### src/rtl/comp_acc.sv
// Complex accumulator: sums a programmable number of consecutive {xr,yr}
// products into one {xa,ya} dot-product result, wrapping in two's complement.
module comp_acc #(
    parameter int DWIDTH = 8,
    parameter int LWIDTH = 8,
    parameter int AWIDTH = 2*DWIDTH+2+LWIDTH
) (
    input  logic                          clk,
    input  logic                          rst_n,
    input  logic                          sw_rst,
    input  logic [LWIDTH-1:0]             acc_len,
    input  logic                          in_val,
    output logic                          in_rdy,
    input  logic [2*(2*DWIDTH+2)-1:0]     in_data,
    output logic                          out_val,
    input  logic                          out_rdy,
    output logic [2*AWIDTH-1:0]           out_data,
    output logic                          busy
);
    localparam int IWIDTH = 2*DWIDTH+2;

    localparam logic [1:0] S_IDLE = 2'd0;
    localparam logic [1:0] S_ACC  = 2'd1;
    localparam logic [1:0] S_OUT  = 2'd2;

    localparam logic [LWIDTH-1:0] LEN_ONE = {{(LWIDTH-1){1'b0}}, 1'b1};
    localparam logic [LWIDTH:0]   CNT_ONE = {{LWIDTH{1'b0}}, 1'b1};

    logic [1:0]               state_q, state_d;
    logic [LWIDTH-1:0]        len_q, len_d;
    logic [LWIDTH:0]          cnt_q, cnt_d;
    logic [AWIDTH-1:0]        xa_q, xa_d;
    logic [AWIDTH-1:0]        ya_q, ya_d;
    logic                     in_rdy_q, in_rdy_d;
    logic                     out_val_q, out_val_d;
    logic                     busy_q, busy_d;

    logic [IWIDTH-1:0]        xr, yr;
    logic [AWIDTH-1:0]        xr_ext, yr_ext;
    logic [LWIDTH-1:0]        len_new;
    logic [LWIDTH:0]          cnt_inc;
    logic                     in_ld;

    assign xr      = in_data[2*IWIDTH-1:IWIDTH];
    assign yr      = in_data[IWIDTH-1:0];
    assign xr_ext  = {{(AWIDTH-IWIDTH){xr[IWIDTH-1]}}, xr};
    assign yr_ext  = {{(AWIDTH-IWIDTH){yr[IWIDTH-1]}}, yr};
    assign len_new = (acc_len == '0) ? LEN_ONE : acc_len;
    assign cnt_inc = cnt_q + CNT_ONE;
    assign in_ld   = in_val & in_rdy_q;

    always_comb begin
        state_d   = state_q;
        len_d     = len_q;
        cnt_d     = cnt_q;
        xa_d      = xa_q;
        ya_d      = ya_q;
        in_rdy_d  = in_rdy_q;
        out_val_d = out_val_q;
        case (state_q)
            S_IDLE: begin
                in_rdy_d = 1'b1;
                if (in_ld) begin
                    // First term of a frame loads rather than adds
                    len_d = len_new;
                    xa_d  = xr_ext;
                    ya_d  = yr_ext;
                    cnt_d = CNT_ONE;
                    if (len_new == LEN_ONE) begin
                        state_d   = S_OUT;
                        in_rdy_d  = 1'b0;
                        out_val_d = 1'b1;
                    end else begin
                        state_d = S_ACC;
                    end
                end
            end
            S_ACC: begin
                if (in_ld) begin
                    xa_d  = xa_q + xr_ext;
                    ya_d  = ya_q + yr_ext;
                    cnt_d = cnt_inc;
                    if (cnt_inc == {1'b0, len_q}) begin
                        state_d   = S_OUT;
                        in_rdy_d  = 1'b0;
                        out_val_d = 1'b1;
                    end
                end
            end
            S_OUT: begin
                if (out_rdy) begin
                    state_d   = S_IDLE;
                    in_rdy_d  = 1'b1;
                    out_val_d = 1'b0;
                end
            end
            default: begin
                state_d   = S_IDLE;
                in_rdy_d  = 1'b0;
                out_val_d = 1'b0;
            end
        endcase
        busy_d = (state_d != S_IDLE);
    end

    // Software reset shares the hardware reset values and wins over everything
    always_ff @(posedge clk or negedge rst_n) begin
        if (!rst_n) begin
            state_q   <= S_IDLE;
            len_q     <= '0;
            cnt_q     <= '0;
            xa_q      <= '0;
            ya_q      <= '0;
            in_rdy_q  <= 1'b0;
            out_val_q <= 1'b0;
            busy_q    <= 1'b0;
        end else if (sw_rst) begin
            state_q   <= S_IDLE;
            len_q     <= '0;
            cnt_q     <= '0;
            xa_q      <= '0;
            ya_q      <= '0;
            in_rdy_q  <= 1'b0;
            out_val_q <= 1'b0;
            busy_q    <= 1'b0;
        end else begin
            state_q   <= state_d;
            len_q     <= len_d;
            cnt_q     <= cnt_d;
            xa_q      <= xa_d;
            ya_q      <= ya_d;
            in_rdy_q  <= in_rdy_d;
            out_val_q <= out_val_d;
            busy_q    <= busy_d;
        end
    end

    assign in_rdy   = in_rdy_q;
    assign out_val  = out_val_q;
    assign out_data = {xa_q, ya_q};
    assign busy     = busy_q;

endmodule

### config.mk
export PLATFORM = sky130hd
export DESIGN_NAME = comp_acc
export DESIGN_NICKNAME = d
export VERILOG_FILES = /design/src/rtl/comp_acc.sv
export SDC_FILE = /design/constraint.sdc
export NUM_CORES = 1
export LEC_CHECK = 0
export BUFFER_PORTS_ARGS = -buffer_cell sky130_fd_sc_hd__buf_2
export CAP_MARGIN = 20
export CORE_MARGIN = 4
export CORE_UTILIZATION = 50
export CTS_BUF_LIST = sky130_fd_sc_hd__clkbuf_2 sky130_fd_sc_hd__clkbuf_4 sky130_fd_sc_hd__clkbuf_8
export CTS_CLUSTER_SIZE = 30
export DETAILED_ROUTE_END_ITERATION = 6
export PLACE_DENSITY = 0.72
export SETUP_SLACK_MARGIN = 0.5
export SLEW_MARGIN = 5
export SYNTH_ARGS = -nofsm -noshare
export SYNTH_HDL_FRONTEND = slang
export SYNTH_SLANG_ARGS = --single-unit
export TNS_END_PERCENT = 5
### constraint.sdc
create_clock -name clk -period 4 [get_ports clk]
set_clock_uncertainty 0.15 [all_clocks]
set_input_delay 0.4 -clock clk [delete_from_list [all_inputs] [get_ports clk]]
set_output_delay 0.4 -clock clk [all_outputs]
set_load 0.01 [all_outputs]
==> out/metrics.yaml <==
status: "completed"
synth_mux_area_frac: 0.00645
crit_start: "xa_q[0]$_DFFE_PN0P_"
cts-hold-fix-buffers: 0
powerDensity_mw_per_mm2: 317
synthAdderAreaFrac: 0.109
synth.most_common_cell: "nand2_1"
grt_usage: 0.250
synth-seq-cells: 74
synthArstFlopShare: 1.00
r2r_start: "xa_q[0]$_DFFE_PN0P_"
fmax_ghz: 0.328
cts_buffers: 9
cts_sinks: 74
drive_above_1_share: 0.173
start_util: 0.515
core_mm2: 0.0121
yosys-top-cells-area: "dfrtp_1 (30%), ha_1 (10%), a21oi_1 (6.2%)"
stdcell_count: 1039
worst_pin_slew_ns: 0.973
cts_max_level: 3
final.setup.tns_ns: 0
swShare: 0.352
syn_nets: 880
hold_viol: 0
cts_tree: "done"
rsz0062_at_grt: "false"
die_x_um: 119
avgSynthCellArea_um2: 7.98
worstSetupStartpointType: "flip-flop"
synth.distinct_cells: 70
setup_viol: 0
crit_slowest_cell: "o311ai_1"
synth_top_area_share: 0.298
fin_nets: 966
slowest_delay_ns: 0.52
cts_resized: 0
grt_max_degree: 75
finalCritPeriodShare: 0.763
synth_ff_type: "dfrtp_1"
grt_pass1_vias: 6117
postSynthCellCount: 778
port_buffers: 103
clockRootBuffer: "clkbuf_8"
clock_latency_ns: 0.37
ir_worst_vdd_v: 0.000137
crit_arrival_ns: 3.12
dp.cells: 1021
synth_simple_gate_area_share: 0.206
cts_buffer_depth: 2
vias: 6279
synth_edf_count: 0
dpl.hpwl_um: 12800
drc_errors: 0
leakagePower_nw: 3.47
cp_max_fo: 4
via_per_inst: 6.04
ys_warn_count: 0
synth_compound_gate_area_share: 0.285
ys_seq_area_frac: 0.298
p_switching_w: 0.000792
drt-wirelength-per-cell_um: 17.0
final_max_slew_viol_count: 0
criticalPathCategory: "reg -> reg"
gr-total-overflow: 0
min_path_type: "in -> async"
drt_iter0_drc: 373
antenna_found_initial: 2
cpMostUsedCell: "a21oi_1"
worstPathCellList: "ha_1, inv_1, fa_1, nor2b_1, o21ai_1, a21oi_1, o311ai_1, a21oi_1, nor3_1, a21oi_1, xnor2_1, o21ai_0"
synth_top_cell_by_area: "dfrtp_1"
power.internal_w: 0.00146
combPwrFrac: 0.324
area_delta_synth_final_pct: 14.3
postRouteAntennaNets: 0
clkPwrFrac: 0.301
synth-xor-area-share: 0.0550
layout.core_utilization: 0.589
first_pass_iters: 6
power_frac_seq: 0.375
totalWireLength_um: 17700
die_area_mm2: 0.0143
worstPathRequired_ns: 4.07
end_kind: "flip-flop"
rows: 40
post-cts-setup-buffers: 0
max_slew_margin: 0.351
post-route-min-period_ns: 3.05
io_pins: 104
yosys-top-cells-count: "nand2_1 (86), nor2_1 (79), a21oi_1 (77)"
synth_top_family_by_area: "compound AO/OA/AOI/OAI gates"
grt_pass1_wl_um: 29600
syn-cell-area_mm2: 0.00621
clk_pin_slew_ns: 0.08
die_h_um: 119
gp_congestion: 0.960
drv_cap: 0
-- worst max-delay path, delay by kind of cell (launching register included) --
family	cells	cell delay [ns]
compound gates	6	1.21
xor+xnor	1	0.18
flops	1	0.41
buf+inv	1	0.08
fa+ha+maj	2	0.41
simple gates	2	0.47
-- cell families (layout without fill, tap and decap cells) --
group                      Yosys count  after routing
and+or+nand+nor                    273            273
DFF                                 74             74
other                                0              2
xor gates and xnor gates            39             39
muxes                                4              4
AOI/OAI and AO/OA                  269            269
buffers and inverters               66            157
adders and majority gates           53             53
-- routing by layer --
metal  track usage  up-vias  wire (um)
li1              -     3031          -
met1         0.321     3005       7580
met2         0.429      217       8770
met3        0.0370       26        968
met4        0.0866        0        349
met5             0        -          0
-- cell usage in the layout (no fill, tap or decap), types with 27 or more instances in the layout --
| cell | instances |
|---|---|
| buf_2 | 102 |
| nand2_1 | 86 |
| nor2_1 | 78 |
| a21oi_1 | 77 |
| dfrtp_1 | 74 |
| o21ai_0 | 56 |
| ha_1 | 51 |
| inv_1 | 29 |
| nor3_1 | 28 |
| a211oi_1 | 27 |
-- power by group through the flow --
| stage | Combinational [W] | Clock [W] | Sequential [W] |
|---|---|---|---|
| final | 0.000729 | 0.000676 | 0.000843 |
| after global routing | 0.000813 | 0.000726 | 0.000850 |
| after CTS | 0.000725 | 0.000686 | 0.000843 |
| after detailed placement | 0.000720 | 0 | 0.000857 |
| after global placement | 0.000700 | 0 | 0.000854 |
| after floorplan | 0.000489 | 0 | 0.000866 |
-- path summary, 6_finish.rpt --
path                                        endpoint  slack (ns)  cells after the start
worst max-delay path            xa_q[22]$_DFFE_PN0P_        0.95                     12
min in group clk                len_q[0]$_DFFE_PN0P_        0.12                      3
worst min register to register  xa_q[21]$_DFFE_PN0P_        0.37                      2
worst max register to register  xa_q[22]$_DFFE_PN0P_        0.95                     12
worst min-delay path             ya_q[7]$_DFFE_PN0P_        0.02                      1
max in group asynchronous       xa_q[23]$_DFFE_PN0P_        3.03                      1
-- area by class of cell --
class	instances	area (um^2)
sequential	74	1850
antenna	2	5.00
timing repair buffer	111	578
inverter	30	113
clock inverter	5	77.6
fill	1139	4960
tap	168	210
multi-input combinational	638	4120
clock buffer	11	145
-- state kept, by name, summed over array words and instances (netlist names) --
signal / flops
xa_q: 26
ya_q: 26
cnt_q: 9
len_q: 8
state_q: 2
busy: 1
in_rdy: 1
out_val: 1
-- through the flow --
stage | power [W] | instance area [um^2] | hold WS, ns | worst slack, ns
CTS | 0.00225 | 7090 | 0.0869 | 1.01
global placement | 0.00155 | 6870 | 0.344 | 1.01
floorplan | 0.00136 | 6210 | -0.0456 | 1.35
global route | 0.00239 | 7100 | 0.109 | 0.717
finish | 0.00225 | 7100 | 0.0225 | 0.947
detailed placement | 0.00158 | 6870 | 0.359 | 0.915
Power figures use the tool's default switching activity.
